### config.mk
export PLATFORM = sky130hd
export DESIGN_NAME = mem_ctrl_ws
export DESIGN_NICKNAME = d
export VERILOG_FILES = /design/src/rtl/mem_ctrl_ws.sv
export SDC_FILE = /design/constraint.sdc
export NUM_CORES = 1
export LEC_CHECK = 0
export CORE_MARGIN = 5
export CORE_UTILIZATION = 30
export DETAILED_ROUTE_END_ITERATION = 8
export PLACE_DENSITY = 0.83
export SLEW_MARGIN = 20
export SYNTH_ARGS = -nofsm -noshare
export SYNTH_HDL_FRONTEND = slang
export SYNTH_SLANG_ARGS = --single-unit
### constraint.sdc
create_clock -name clk -period 3.36 [get_ports clk]
set_clock_uncertainty 0.05 [all_clocks]
set_input_delay 0.672 -clock clk [delete_from_list [all_inputs] [get_ports clk]]
set_output_delay 0.672 -clock clk [all_outputs]
set_load 0.02 [all_outputs]
### src/rtl/mem_ctrl_ws.sv
// mem_ctrl_ws: wait-state-aware MEM-stage bus controller with lane steering, load extension and timeout detection
module mem_ctrl_ws #(
    parameter int DATA_W  = 32,
    parameter int BE_W    = DATA_W / 8,
    parameter int OFFS_W  = $clog2(BE_W),
    parameter int TIMEOUT = 16
) (
    input  logic                     clk,
    input  logic                     reset,
    input  logic                     ex_en,
    input  logic [3:0]               ex_mem_op,
    input  logic [DATA_W-1:0]        ex_mem_wr_data,
    input  logic [DATA_W-1:0]        ex_out,
    input  logic [DATA_W-1:0]        rd_data,
    input  logic                     rdy_,
    output logic [DATA_W-OFFS_W-1:0] addr,
    output logic                     as_,
    output logic                     rw,
    output logic [BE_W-1:0]          be_,
    output logic [DATA_W-1:0]        wr_data,
    output logic [DATA_W-1:0]        out,
    output logic                     stall,
    output logic                     miss_align,
    output logic                     bus_err
);
    localparam logic [3:0] LDW = 4'd1, STW = 4'd2, LDH = 4'd3, LDHU = 4'd4,
                           LDB = 4'd5, LDBU = 4'd6, STH = 4'd7, STB = 4'd8;
    typedef enum logic {S_IDLE, S_WAIT} state_t;
    state_t state, next_state;
    logic [7:0] wcnt, next_wcnt;
    logic [OFFS_W-1:0] offs;
    logic [DATA_W-1:0] ld_sh, ld_data;
    logic is_w, is_h, is_b, is_ld, is_mem, aligned, acc, done, tmo;
    assign offs    = ex_out[OFFS_W-1:0];
    assign addr    = ex_out[DATA_W-1:OFFS_W];
    assign is_w    = ex_mem_op == LDW || ex_mem_op == STW;
    assign is_h    = ex_mem_op == LDH || ex_mem_op == LDHU || ex_mem_op == STH;
    assign is_b    = ex_mem_op == LDB || ex_mem_op == LDBU || ex_mem_op == STB;
    assign is_ld   = ex_mem_op inside {LDW, LDH, LDHU, LDB, LDBU};
    assign is_mem  = is_w || is_h || is_b;
    assign aligned = is_b || (is_h && !offs[0]) || (is_w && offs == '0);
    // acc covers reset and flush: a dropped ex_en or reset abandons the access
    assign acc     = reset && ex_en && is_mem && aligned;
    assign done    = acc && !rdy_;
    assign tmo     = acc && state == S_WAIT && rdy_ && wcnt == 8'(TIMEOUT);
    assign ld_sh   = rd_data >> {offs, 3'b000};
    assign ld_data = ex_mem_op == LDW  ? ld_sh :
                     ex_mem_op == LDH  ? DATA_W'($signed(ld_sh[15:0])) :
                     ex_mem_op == LDHU ? DATA_W'(ld_sh[15:0]) :
                     ex_mem_op == LDB  ? DATA_W'($signed(ld_sh[7:0])) :
                                         DATA_W'(ld_sh[7:0]);
    assign wr_data = is_b ? {BE_W{ex_mem_wr_data[7:0]}} :
                     is_h ? {(BE_W / 2){ex_mem_wr_data[15:0]}} : ex_mem_wr_data;

    always_ff @(posedge clk) begin
        if (!reset) begin
            state <= S_IDLE;
            wcnt  <= '0;
        end else begin
            state <= next_state;
            wcnt  <= next_wcnt;
        end
    end

    always_comb begin
        next_state = S_IDLE;
        next_wcnt  = '0;
        if (acc && rdy_ && !tmo) begin
            next_state = S_WAIT;
            next_wcnt  = state == S_IDLE ? 8'd1 : wcnt + 8'd1;
        end
    end

    always_comb begin
        as_        = !(acc && !tmo);
        rw         = as_ || is_ld;
        be_        = as_  ? '1 :
                     is_w ? '0 :
                     is_h ? ~(BE_W'(3) << offs) : ~(BE_W'(1) << offs);
        stall      = acc && rdy_ && !tmo;
        miss_align = reset && ex_en && is_mem && !aligned;
        bus_err    = tmo;
        out        = !(reset && ex_en) ? '0 :
                     !is_mem           ? ex_out :
                     done && is_ld     ? ld_data : '0;
    end
endmodule

# Word level (Yosys, flattened, before mapping)

Cells that the tools add are included.

Eq/ne operators: 9
Shift operators: 3
Multipliers: 0
Div/mod/pow operators: 0
Multiplexer cells: 14
$add $sub $neg: 1
Reductions and logical operators: 33
Order comparisons: 0
Bitwise operators: 2

Operators by type and width:

| cell                                            | number |
|---|---|
| two-way mux 32 bit                              | 9 |
| right shift 32 x 5 -> 32 bit                    | 1 |
| == test 4 x 3 -> 1 bit, second input constant   | 4 |
| logical AND 1 bit                               | 14 |
| two-way mux 4 bit                               | 3 |
| logical OR 1 bit                                | 10 |
| adder 8 x 1 -> 8 bit, second input constant     | 1 |
| == test 4 x 2 -> 1 bit, second input constant   | 2 |
| == test 8 x 5 -> 1 bit, second input constant   | 1 |
| NOT 4 bit                                       | 2 |
| zero test 1 bit                                 | 5 |
| nonzero test 5 bit                              | 1 |
| == test 4 x 1 -> 1 bit, second input constant   | 1 |
| == test 4 bit, second input constant            | 1 |
| left shift 1 x 2 -> 4 bit, first input constant | 1 |
| left shift 2 x 2 -> 4 bit, first input constant | 1 |
| AND reduction 3 bit                             | 1 |
| zero test 2 bit                                 | 1 |
| two-way mux 1 bit                               | 2 |
| AND reduction 2 bit                             | 1 |

Bits in latches: 0
Memories: 0
Output and inout bits: 103
Word-level logic and storage cells: 65
Bits in read-only memories: 0
Register bits: 9
Input bits: 104
Memory bits (writable): 0

# Depth between registers and ports, before layout

Gate-level depths: netlist (run 1).

Depth in word-level cells: 14
Mapped depth: 10
Mapped depth without buffers: 7

# Worst setup path before layout (run 1)

No wires, ideal clock.

Path kind: input -> output
Start: in ex_out[1]
End: out out[10]
Arrival time: 2756 ps
Cell stages on the path: 10
Setup slack: -118 ps
Required time: 2638 ps
Path buffers: 3
Cell sequence: buf_6 buf_2 inv_1 ha_1 nor3_1 or3_1 nor3_1 buf_2 nand4b_1 o21ai_0

Cells in the longest elaborated chain, start to end: 9
Elaborated cells on any way between the ends: 14
Classes of those cells: shift (1); mux (7); reduce/logical (6)

Ends and longest elaborated chain:

| element                                                              | RTL line | source |
|---|---|---|
| start: declaration                                                   | 13       | `input logic [DATA_W-1:0] ex_out,` |
| branches (longest 6 deep; another with right shift 32 x 5 -> 32 bit) | --       |  |
| two-way mux 32 bit *                                                 | 85       | `done && is_ld ? ld_data : '0;` |
| two-way mux 32 bit *                                                 | 84       | `!is_mem ? ex_out :` |
| two-way mux 32 bit *                                                 | 83       | `out = !(reset && ex_en) ? '0 :` |
| end: declaration                                                     | 21       | `output logic [DATA_W-1:0] out,` |

Every way passes the cells marked *.

# Final worst setup path (run 1)

Start: in ex_out[1]
End: out out[9]

Same word-level chain as after synthesis.

==> out/summary.txt, run 1 <==
initial core utilization - 30.8%
RSZ-0062 raised after global routing - true
CTS Buffer Depth - 2
IO Pins - 207
pwr dens - 181 mW/mm2
first-pass GRT wire length - 16900 um
DR top layer - met5
# H-tree levels - 1
fin crit share - 97.3%
Final GP Congestion - 0.880
largest net degree at the start of global routing - 25
dpl hpwl - 9160 um
Synth async-reset ratio - 0%
overall routing resource usage - 20.7%
max cap viols - 0
synth warn - 0
Die Span Y - 99.0 um
initial antenna violation count - 1
r2r startpoint - wcnt[5]
CTS tree - built
WHS - 0.413 ns
drt total wl - 10900 um
Synth Flop Type - dfxtp_1
CP delay by family, top - buffers and inverters
crit path capture - out[9]
die area - 0.00980 mm2
status - finished, final reports clean
max_slew headroom - 65.7%
Syn Nets - 464
max incr delay on CP - 0.35 ns
r2r endpoint - wcnt[6]
Worst Tran Pin Value - 0.513 ns
net switching power figure - 0.330 mW
WP data arrival - 2.55 ns
R2R setup slack - 1.49 ns
PortBufs - 206
fmax - 0.306 GHz
vias in the first global route - 3224
WP buf/inv - 4
Ant. Diodes - 0
CP Capture Type - output port
met2 routed WL - 5820 um
chip width - 99.0 um
Seq cells post-synth - 9
number of cells on the critical path - 9
nets - 671
Fill cells - 709
layout cells sized above 1 - 24.8%
worst skew pair latency - 0.23 ns
CP Launch Point - ex_out[1]
CTS buffer count - 3
Leak - 2.00 nW
Synth Cell Area - 0.00238 mm2
fin. max-slew vios - 0
global route overflow - 0
Vias - 3263
Met1 Wirelength - 4350 um
Max VDD drop - 0.000187 V
WL met3 - 657 um
Final ANT Viol Nets - 0
Register Area - 180 um2
First-pass DRT Iterations - 4
Routed WL per cell - 16.5 um
CP max FO - 11
clock network fraction of design power - 14.6%
critical path startpoint category - input port
Via density - 4.93
sequential fraction of design power - 13.0%
core area - 0.00773 mm2
crit path kind - input port to output port
clk sinks - 9
syn_area_per_cell - 6.72 um2
Sw Share - 39.5%
Int Pwr - 0.505 mW
CTS Root Cell - clkbuf_8
initial drt markers - 166
setup tns final - 0 ns
final setup vio count - 0
area grow syn2layout - 93.8%
# rows - 32
Post-synth EDFFs - 0
Gate Count Post-Synth - 354
slowest cell on the critical path - mux2_2
synth unique cells - 46
sequential area share after synthesis - 7.58%
CP required - 2.64 ns
Worst-path clk slew - 0.04 ns
Logic pwr share - 72.4%
CP Cell Sequence - dlygate4sd2_1 -> buf_6 -> mux2_2 -> buf_4 -> mux2i_2 -> o22ai_1 -> a221oi_1 -> nor3_1 -> clkdlybuf4s15_2
HP Class - flop to flop
crit path time final - 3.27 ns
final hold viol count - 0
area taken by multi-input logic gates - 0.00182 mm2
worst-case reg-to-reg path depth - 6
residual DRC count - 0
[synthesized netlist by cell type (2+ instances only)]
cell type,number,area share (%)
a221oi_1,2,0.74
nand2_1,45,7.1
xor2_1,5,1.8
buf_1,2,0.32
dfxtp_1,9,7.6
o21ai_0,41,8.6
a22o_1,8,2.9
clkbuf_1,9,1.4
inv_1,14,2.2
nor3_1,8,1.7
buf_4,40,13
xnor2_1,3,1.1
and3_1,3,0.79
mux2_2,12,5.7
a211oi_1,7,2.2
nor2_1,36,5.7
or3_1,3,0.79
nand3_1,8,1.7
buf_2,7,1.5
mux2i_1,31,13
a32oi_1,6,2.2
o21ai_1,6,1.3
o22ai_1,2,0.53
nand2b_1,4,1.1
buf_6,2,0.95
a21oi_1,16,3.4
ha_1,6,3.2
[registers in the layout (all words and copies together), names as in the netlist]
| register | cells |
|---|---|
| wcnt | 8 |
| state | 1 |
[final cells by class]
cell class,count,share of cell area (%)
Inverter,15,1.25
Multi-Input combinational cell,270,39.4
Clock buffer,4,0.978
Sequential cell,9,3.91
Timing Repair Buffer,262,51.7
Tap cell,102,2.77
[per-stage QoR]
step | power [mW] | worst slack [ns] | utilization [%] | cell area [um2] | instances
global placement | 0.705 | -0.606 | 58.5 | 4520 | 646
global route | 0.881 | -0.0575 | 59.6 | 4610 | 662
finish | 0.835 | 0.0894 | 59.6 | 4610 | 662
detailed placement | 0.715 | -0.649 | 58.5 | 4520 | 646
CTS | 0.830 | -0.0269 | 60.1 | 4640 | 659
floorplan | 0.399 | -0.118 | - | 2380 | 354
[worst min-delay path by stage]
stage	from	endpoint	slack [ns]	cells after the start
floorplan	state	wcnt[3]	0.39	2
global placement	state	wcnt[3]	0.41	2
detailed placement	state	wcnt[3]	0.40	2
CTS	state	wcnt[3]	0.41	2
global route	state	wcnt[3]	0.45	2
finish	state	wcnt[3]	0.41	2
[routing by layer]
layer,track usage [%],vias up
li1,-,1633
met1,24.9,1515
met2,39.2,103
met3,3.75,10
met4,2.42,2
met5,0,-
[what timing repair did]
| action | in CTS | in global routing |
|---|---|---|
| gates resized for setup | 197 | 48 |
| setup buffers | 8 | 3 |
| pin swaps | 5 | 6 |
| cloned | 1 | 0 |
| setup endpoints to repair | 65 | 41 |
| hold buffers | 0 | 0 |
[worst min-delay path: cells and delay by family, from the launching register on]
| family | cells | cell delay [ns] |
|---|---|---|
| flip-flops | 1 | 0.32 |
| AND/OR/NAND/NOR | 2 | 0.09 |
[cells by family (layout without fill, tap and decap cells)]
kind of cell / after synthesis / after routing / share of synthesized area (%)
adders and majority gates: 6 / 6 / 3.16
muxes: 44 / 44 / 19.4
AOI/OAI and AO/OA: 94 / 94 / 24.5
buffers and inverters: 75 / 281 / 19.2
and+or+nand+nor: 118 / 118 / 23.3
xor gates and xnor gates: 8 / 8 / 2.95
DFF: 9 / 9 / 7.58
[power groups by stage]
stage / clock [mW] / sequential, mW / combinational (mW)
after global routing: 0.131 / 0.108 / 0.642
after CTS: 0.125 / 0.108 / 0.597
final: 0.122 / 0.108 / 0.604
after detailed placement: 0 / 0.110 / 0.605
after global placement: 0 / 0.110 / 0.595
after floorplan: 0 / 0.110 / 0.290
[cells in the final DEF, fill, tap and decap left out, types with 2 or more instances in the layout]
cell type        count
xor2_1               5
a32oi_1              6
a211oi_2             4
and3_1               2
nand2b_1             4
nand2_1             44
xnor2_1              3
buf_2               26
clkdlybuf4s50_1    135
dlygate4sd2_1       25
o21ai_1             18
a221oi_1             2
nor2_1              36
clkbuf_8             3
buf_6                7
mux2i_1             30
dfxtp_1              9
buf_12               4
nand3_1              8
a211oi_1             3
clkdlybuf4s15_2      5
nor3_1               7
a21oi_1             15
buf_4               52
a22o_1               8
mux2_2              12
o21ai_0             28
clkbuf_2             6
inv_1               13
o22ai_1              2
ha_1                 5
or3_1                3
No activity file was read; power rests on OpenSTA's default activity.
==> run 2: changes to the inputs <==
CAP_MARGIN = 20   (was unset)
CELL_PAD_IN_SITES_DETAIL_PLACEMENT = 1   (was unset)
CELL_PAD_IN_SITES_GLOBAL_PLACEMENT = 1   (was unset)
CORE_UTILIZATION = 20   (was 30)
PLACE_DENSITY = 0.87   (was 0.83)
SLEW_MARGIN = unset   (was 20)
==> out/summary.txt, run 2 (synthesis results as in run 1) <==
crit path kind - input port to output port
Placement Cell Area - 0.00470 mm2 (+3.8%)
max cap viols - 0 (unchanged)
vias in the first global route - 3599 (+12%)
PortBufs - 206 (unchanged)
Routed WL per cell - 18.4 um (+11%)
status - finished, final reports clean
WP data arrival - 2.55 ns (about the same)
Biggest register - wcnt
layout cells sized above 1 - 29.0% (+4.2 points)
Worst-path clk slew - 0.04 ns (about the same)
initial core utilization - 20.6% (-10 points)
CTS Root Cell - clkbuf_16
commonest non-fill, non-tap cells in the layout - 135 x clkdlybuf4s50_1, 60 x buf_4, 44 x nand2_1
global route overflow - 0 (unchanged)
dpl hpwl - 11200 um (+23%)
overall routing resource usage - 17.2% (-3.5 points)
# H-tree levels - 1 (unchanged)
CTS tree - built
max_slew headroom - 64.9% (-0.78 points)
clk sinks - 9 (unchanged)
Max VDD drop - 0.000280 V (+49%)
critical path startpoint category - input port
first-pass GRT wire length - 20100 um (+19%)
Via density - 4.69 (-4.9%)
core area - 0.0115 mm2 (+49%)
CP required - 2.64 ns (about the same)
Worst Tran Pin Value - 0.524 ns (+0.0116 ns)
HP Class - flop to flop
max reg flops - 8 (unchanged)
commonest non-fill, non-tap cell in the layout - clkdlybuf4s50_1
hold-fix buffers at CTS - 0 (unchanged)
largest net degree at the start of global routing - 24 (-4.0%)
initial antenna violation count - 3 (+2)
First-pass DRT Iterations - 4 (unchanged)
initial drt markers - 123 (-26%)
chip width - 119 um (+20%)
# rows - 39 (+22%)
CP delay by family, top - buffers and inverters
Tot Pwr - 0.946 mW (+13%)
Fill cells - 1439 (+100%)
fmax - 0.306 GHz (about the same)
Die Span Y - 119 um (+20%)
final setup vio count - 0 (unchanged)
final hold viol count - 0 (unchanged)
fin. max-slew vios - 0 (unchanged)
CP Cell Sequence - dlygate4sd2_1 -> buf_4 -> buf_4 -> and3b_1 -> a21oi_2 -> o22ai_4 -> nor2_4 -> buf_12 -> mux2_2 -> buf_2
CP max FO - 8 (-3)
RSZ-0062 raised after global routing - false
setup tns final - 0 ns (unchanged)
die area - 0.0142 mm2 (+44%)
Vias - 3348 (+2.6%)
IO Pins - 207 (unchanged)
drt total wl - 13100 um (+20%)
worst skew pair latency - 0.24 ns (about the same)
Finished Cell Area - 0.00474 mm2 (+2.9%)
Final ANT Viol Nets - 0 (unchanged)
CP Capture Type - output port
residual DRC count - 0 (unchanged)
pwr dens - 200 mW/mm2 (+10%)
Most common cell on crit path - buf_4
fin crit share - 97.4% (about the same)
CTS buffer count - 3 (unchanged)
slowest cell on the critical path - mux2_2
top flop regs - wcnt: 8 flops, state: 1 flops
max incr delay on CP - 0.35 ns (about the same)
Final GP Congestion - 0.904 (+2.7%)
WP buf/inv - 5 (+1)
nets - 680 (+1.3%)
crit path time final - 3.27 ns (+0.00123 ns)
Leak - 2.04 nW (+2.2%)
area grow syn2layout - 99.4%
CTS Buffer Depth - 2 (unchanged)
## run 2: cell count changes in the layout (fill, tap and decap cells not counted), moves of 4 or more
cell             previous run  this run
a211oi_1                    3         7
a211oi_2                    4         0
buf_2                      26        33
buf_4                      52        60
clkbuf_2                    6        13
clkdlybuf4s15_2             5        12
dlygate4sd2_1              25         6
## run 2: timing repair
action / 4_1_cts / 5_1_grt
gates cloned: 1 / 0
setup buffers: 5 / 0
setup endpoints to repair: 65 / 44
gates resized for setup: 246 / 43
pin swaps: 8 / 1
## run 2: through the flow
step / setup WS [ns] / hold WS, ns / cells / util [%]
final: 0.0881 / 0.425 / 714 / 41.2
after CTS: 0.0103 / 0.429 / 712 / 41.6
after detailed placement: -0.653 / 0.423 / 702 / 40.8
after floorplan: -0.118 / 0.386 / 354 / -
after global placement: -0.576 / 0.405 / 702 / 40.8
after global routing: 0.00512 / 0.451 / 714 / 41.2
## run 2: final timing paths
kind | start | end | slack, ns | cells after the start
max | ex_mem_op[2] | wr_data[20] | 0.09 | 10
min | state | wcnt[3] | 0.43 | 2
max reg2reg | wcnt[5] | wcnt[6] | 1.51 | 6
min reg2reg | state | wcnt[3] | 0.43 | 2
## run 2: worst reg2reg max path, delay by kind of cell (launching register included)
kind,cells,cell delay [ns]
buffers and inverters,1,0.18
AND/OR/NAND/NOR,5,1.17
flip-flops,1,0.34
## run 2: where the power goes
part           switching, mW  internal, mW  total [mW]
Combinational          0.309         0.318       0.627
Sequential          0.000538         0.108       0.108
Clock                 0.0527         0.159       0.211
Total                  0.362         0.584       0.946
## run 2: routing by layer
layer	track usage, %	vias to the layer above	part of all wire, %
met5	0	-	0.053
met4	4.13	2	1.5
met3	2.89	18	5.0
met2	33.1	95	54
met1	19.6	1595	39
li1	-	1638	-
## run 2: layout make-up
type	count	area, um2	area share (%)
Clock buffer	4	78.8	1.66
Timing Repair Buffer	271	2400	50.6
Antenna cell	2	5.00	0.106
Sequential cell	9	180	3.80
Inverter	15	57.6	1.21
Tap cell	143	179	3.77
Multi-Input combinational cell	270	1840	38.9
==> run 3: changes to the inputs <==
CAP_MARGIN = unset   (was 20)
==> results of run 3 <==
No change in the layout: final DEF, timing and power equal those of run 2.
==> RTL edit 1, RTL diff (settings of run 1) <==
Put a register stage on the output `bus_err`, cleared by the reset. The value now appears one clock later. The other outputs are not delayed to match.
--- a/src/rtl/mem_ctrl_ws.sv
+++ b/src/rtl/mem_ctrl_ws.sv
@@ -26,6 +26,8 @@
     localparam logic [3:0] LDW = 4'd1, STW = 4'd2, LDH = 4'd3, LDHU = 4'd4,
                            LDB = 4'd5, LDBU = 4'd6, STH = 4'd7, STB = 4'd8;
     typedef enum logic {S_IDLE, S_WAIT} state_t;
+
+    logic bus_err_d;
     state_t state, next_state;
     logic [7:0] wcnt, next_wcnt;
     logic [OFFS_W-1:0] offs;
@@ -79,10 +81,18 @@
                      is_h ? ~(BE_W'(3) << offs) : ~(BE_W'(1) << offs);
         stall      = acc && rdy_ && !tmo;
         miss_align = reset && ex_en && is_mem && !aligned;
-        bus_err    = tmo;
+        bus_err_d  = tmo;
         out        = !(reset && ex_en) ? '0 :
                      !is_mem           ? ex_out :
                      done && is_ld     ? ld_data : '0;
     end
+    always_ff @(posedge clk) begin
+        if (!reset) begin
+            bus_err <= '0;
+        end else begin
+            bus_err <= bus_err_d;
+        end
+    end
+
 endmodule
 
Check against the original RTL: no difference found for any inputs over 10 cycles, from zero or initial values and one cycle with reset low; that may be too few to reach the edited logic, so the function may still have changed.
==> RTL edit 1 against run 1 <==
- sequential power increased by 11%
- area after synthesis rose by 9.2%
- sequential cell count is 1 higher
- core utilization fell by 3.9 points
- cell count down 6.8%
- design area up 4.0%
- total power increased by 0.74%
- worst setup slack lost 0.040 ns
- sequential share of layout area is 0.27 points higher
- wire length is 0.32% higher
- die area is 8.2% higher
- synthesized cell count is 12% lower
- highest routed layer is now met4
==> RTL edit 1: results (changes against run 1) <==
Vias in the first global route: 3393 (+5.2%)
Library cells used by synthesis: 50 (+8.7%)
Final net count: 621 (-7.5%)
Worst setup path start: ex_mem_op[0]
Syn. warnings: 0 (unchanged)
Met2 global-route usage: 36.7% (-2.5 points)
Layout cells sized above 1: 23.6% (-1.2 points)
Worst skew pair latency: 0.23 ns (about the same)
TritonCTS Buffers: 3 (unchanged)
ANT cells: 0 (unchanged)
Seq/Total Area, Yosys: 7.71% (+0.14 points)
Post-Synth Adder-Cell Area: 2.89% (-0.26 points)
Port buffer count: 206 (unchanged)
R2r startpoint: wcnt[0]$_SDFF_PN0_
First-pass GRT wire length: 16700 um (-0.74%)
Routing usage on met1: 22.6% (-2.3 points)
Max Root-Sink Buffers: 2 (unchanged)
Placer congestion estimate: 0.852 (-3.3%)
Status: finished, final reports clean
DP HPWL: 9450 um (+3.1%)
Synth top cells by count: buf_4 (42), mux2_2 (37), o2bb2ai_1 (31), a21oi_1 (27), mux2i_1 (26)
Biggest regs: wcnt x8, bus_err x1, state x1
Crit Path Max Fanout: 5 (-6)
Clock tree root driver cell: clkbuf_8
Synth Area in XOR/XNOR: 2.36% (-0.58 points)
All-Layer GR Usage: 19.7% (-1.0 points)
Initial antenna violation count: 0 (-1)
Largest net degree at the start of global routing: 25 (unchanged)
Global-route track usage on met3: 3.65% (-0.097 points)
Hold path startpoint: state$_SDFF_PN0_
Synth Flop Type: dfxtp_1
Mux contribution to synthesized area: 28.8% (+9.5 points)
Worst hold path type: flop to flop
Syn Nets: 420 (-9.5%)
DR iter-0 viols: 82 (-51%)
H-tree lvl count: 1 (unchanged)
Final wirelength: 11000 um (+0.32%)
Pre-antenna DRT Iters: 4 (unchanged)
Post-synthesis compound-gate area fraction: 25.3% (+0.79 points)
Peak VDD IR: 0.0000708 V (-62%)
Worst Path Arrival: 2.59 ns (+0.04 ns)
Via/cell ratio: 5.07 (+2.9%)
Clock-pin slew on the worst setup and hold paths: 0.04 ns (about the same)
Leakage: 2.01 nW (+0.72%)
Worst slew pin tran: 0.505 ns (-0.00768 ns)
Top post-synthesis cells by area: mux2_2 (16%), buf_4 (12%), o2bb2ai_1 (10%)
FILL cells: 791 (+12%)
Async set-reset flop share out of synthesis: 0% (unchanged)
-- RTL edit 1: cell types whose count changed in the layout (fill, tap and decap cells not counted), moves of 18 or more --
cell | run 1 | this run
dlygate4sd2_1 | 25 | 51
o21ai_1 | 18 | 0
o21ai_0 | 28 | 0
mux2_2 | 12 | 37
o2bb2ai_1 | 0 | 31
buf_2 | 26 | 6
nand2_1 | 44 | 7
-- RTL edit 1: per-layer routing --
layer	part of all wire [%]	up-vias	routed length [um]
met5	0	-	0
met4	2.3	0	249
met3	5.4	22	590
met2	54	122	5920
met1	38	1454	4210
li1	-	1531	-
-- RTL edit 1: where the power goes --
group / switching, mW / internal [mW] / leakage (nW) / total, mW
registers: 0.000473 / 0.120 / 0.0806 / 0.120
clock network: 0.0392 / 0.0777 / 0.0216 / 0.117
logic: 0.277 / 0.327 / 1.91 / 0.604
-- RTL edit 1: cell families (layout without fill, tap and decap cells) --
logic type	Yosys count	count (layout)
and+or+nand+nor	64	64
buffers and inverters	70	269
adders and majority gates	6	6
DFF	10	10
xor gates and xnor gates	7	7
AOI/OAI and AO/OA	85	85
muxes	68	68
-- RTL edit 1: critical path, cell delays in order --
cell,delay [ns]
dlygate4sd2_1,0.27
or3b_4,0.40
a21oi_4,0.20
bufbuf_16,0.29
mux2_2,0.32
mux2_2,0.27
buf_2,0.17
-- RTL edit 1: final timing paths --
check / to / slack (ns) / depth (start not counted)
setup / recovery: wr_data[24] / 0.05 / 7
hold / removal: wcnt[0]$_SDFF_PN0_ / 0.45 / 1
setup reg to reg: wcnt[1]$_SDFF_PN0_ / 1.48 / 7
hold reg to reg: wcnt[0]$_SDFF_PN0_ / 0.45 / 1
-- RTL edit 1: through the flow --
| stage | std cells | hold slack, ns | setup slack, ns | power [mW] | instance area (um2) |
|---|---|---|---|---|---|
| after floorplan | 310 | 0.395 | -0.0494 | 0.435 | 2590 |
| after global placement | 612 | 0.424 | -0.488 | 0.741 | 4790 |
| after detailed placement | 612 | 0.449 | -0.565 | 0.752 | 4790 |
| after CTS | 617 | 0.453 | 0.00295 | 0.845 | 4790 |
| after global routing | 617 | 0.499 | 0.00438 | 0.887 | 4790 |
| final | 617 | 0.445 | 0.0492 | 0.841 | 4790 |
-- RTL edit 1: layout make-up --
cell class | instances | area share, %
inverter | 7 | 0.548
sequential | 10 | 4.18
multi-input combinational | 230 | 39.9
clock buffer | 3 | 0.862
tap | 108 | 2.82
timing repair buffer | 259 | 51.7
-- RTL edit 1: repair_timing --
item | CTS | global route
buffers inserted | 1 | 0
gates resized for setup | 103 | 9
cloned | 1 | 0
pin swaps | 3 | 1
setup endpoints to repair | 64 | 42
==> RTL edit 2, RTL diff (flow settings as in run 1) <==
Made on the original files. Change the parameter `DATA_W` from 32 to 64.
--- a/src/rtl/mem_ctrl_ws.sv
+++ b/src/rtl/mem_ctrl_ws.sv
@@ -1,6 +1,6 @@
 // mem_ctrl_ws: wait-state-aware MEM-stage bus controller with lane steering, load extension and timeout detection
 module mem_ctrl_ws #(
-    parameter int DATA_W  = 32,
+    parameter int DATA_W  = 64,
     parameter int BE_W    = DATA_W / 8,
     parameter int OFFS_W  = $clog2(BE_W),
     parameter int TIMEOUT = 16
Interface: changed (7 resized); port bits go from 207 to 402. No check against the original RTL was run, so the function may have changed too.
==> RTL edit 2 against run 1 <==
- the run now ends with setup timing left
- worst setup slack worse by 0.22 ns
- hold slack better by 0.034 ns
- cell count is 100% higher
- core utilization is 5.9 points higher
- synthesized cell count is 99% higher
- area after synthesis is 92% higher
- wire length grew to 2.7 times the old value
- design area is 110% higher
- total power is 100% higher
- count of clock-buffer cells in the layout stayed put
- sequential cell count stayed put
- sequential power hardly changed
- critical path depth is 2 higher
- largest cell class unchanged
- largest power group unchanged
==> RTL edit 2: results (changes against run 1) <==
Pre-CTS WS: -1.01 ns (-0.362 ns)
Placer congestion estimate: 0.905 (+2.8%)
Final WS setup: -0.130 ns (-0.219 ns)
DP HPWL: 23500 um (+160%)
Post-synthesis compound-gate area fraction: 32.1% (+7.7 points)
Failing checks: setup timing
First-pass GRT wire length: 42200 um (+150%)
Pre-antenna DRT Iters: 5 (+1)
Vias in the first global route: 7131 (+120%)
Top post-synthesis cells by area: buf_4 (12%), nand2_1 (12%), a22o_1 (9.2%)
Status: complete, but fails checks
Global-route track usage on met3: 8.23% (+4.5 points)
DR iter-0 viols: 427 (+160%)
Via/cell ratio: 5.43 (+10%)
Seq/Total Area, Yosys: 3.95% (-3.6 points)
Top Family by Delay on Critical Path: compound AO/OA/AOI/OAI gates
Clock tree root driver cell: clkbuf_16
Peak VDD IR: 0.000159 V (-15%)
Leakage: 4.48 nW (+120%)
Library cells used by synthesis: 52 (+13%)
Post-Synth Adder-Cell Area: 1.65% (-1.5 points)
Reg2reg path depth: 5 (-1)
Internal power: 0.958 mW (+90%)
Drt wl/cell: 22.3 um (+35%)
Crit Path Max Fanout: 5 (-6)
Setup violations, final: 33 (+33)
## RTL edit 2: cell count changes after synthesis, sizes merged, moves of 14 or more
| cell | change |
|---|---|
| nand3 | +31 |
| mux2 | +14 |
| buf | +36 |
| o211ai | +14 |
| a22o | +40 |
| clkbuf | +34 |
| nand2 | +95 |
| a21oi | +38 |
## RTL edit 2: worst reg2reg max path, delay by kind of cell (launching register included)
| family | cells | cell delay, ns |
|---|---|---|
| simple gates | 4 | 1.27 |
| buf+inv | 1 | 0.22 |
| flops | 1 | 0.30 |
## RTL edit 2: path summary, 6_finish.rpt
check	from	slack [ns]	endpoint
hold / removal	state$_SDFF_PN0_	0.45	wcnt[0]$_SDFF_PN0_
setup reg to reg	wcnt[5]$_SDFF_PN0_	1.40	wcnt[6]$_SDFF_PN0_
setup / recovery	ex_mem_op[1]	-0.13	out[20]
hold reg to reg	state$_SDFF_PN0_	0.45	wcnt[0]$_SDFF_PN0_
## RTL edit 2: through the flow
step	cell area [um2]	hold WS [ns]	setup TNS (ns)	util [%]
after floorplan	4900	0.397	-1.11	-
final	9840	0.447	-1.44	65.5
after global routing	9840	0.469	-4.53	65.5
after CTS	9790	0.442	-3.59	65.1
after detailed placement	9290	0.423	-83.68	61.8
after global placement	9290	0.421	-79.11	61.8
## RTL edit 2: per-layer routing
| metal | wire (um) | up-vias | part of all wire (%) |
|---|---|---|---|
| met1 | 11000 | 3393 | 37 |
| li1 | - | 3366 | - |
| met2 | 14700 | 386 | 50 |
| met5 | 13 | - | 0.044 |
| met4 | 1260 | 2 | 4.3 |
| met3 | 2550 | 65 | 8.6 |
## RTL edit 2: area by class of cell
class / count / share of cell area, %
Antenna cell: 2 / 0.0508
Clock buffer: 4 / 0.801
Inverter: 10 / 0.458
Multi-Input combinational cell: 557 / 40.1
Sequential cell: 9 / 1.83
Tap cell: 188 / 2.39
Timing Repair Buffer: 557 / 54.3
## RTL edit 2: timing repair
action,in CTS,in global routing
resized for setup,519,55
pin swaps,33,10
gates cloned,9,0
setup buffers,23,6
endpoints found under the hold margin,0,0
endpoints found under the setup margin,132,94
## RTL edit 2: kinds of logic after synthesis
| family | after synthesis |
|---|---|
| AO/OA/AOI/OAI | 215 |
| XOR/XNOR | 8 |
| adder cells (fa/ha/maj) | 6 |
| buffers and inverters | 140 |
| flip-flops | 9 |
| multiplexers | 72 |
| AND/OR/NAND/NOR | 256 |
## RTL edit 2: power groups by stage
stage | combinational, mW | sequential, mW | clock [mW]
6_report | 1.38 | 0.108 | 0.207
5_1_grt | 1.46 | 0.108 | 0.217
4_1_cts | 1.36 | 0.108 | 0.210
3_5_place_dp | 1.38 | 0.110 | 0
3_3_place_gp | 1.37 | 0.110 | 0
2_1_floorplan | 0.657 | 0.110 | 0
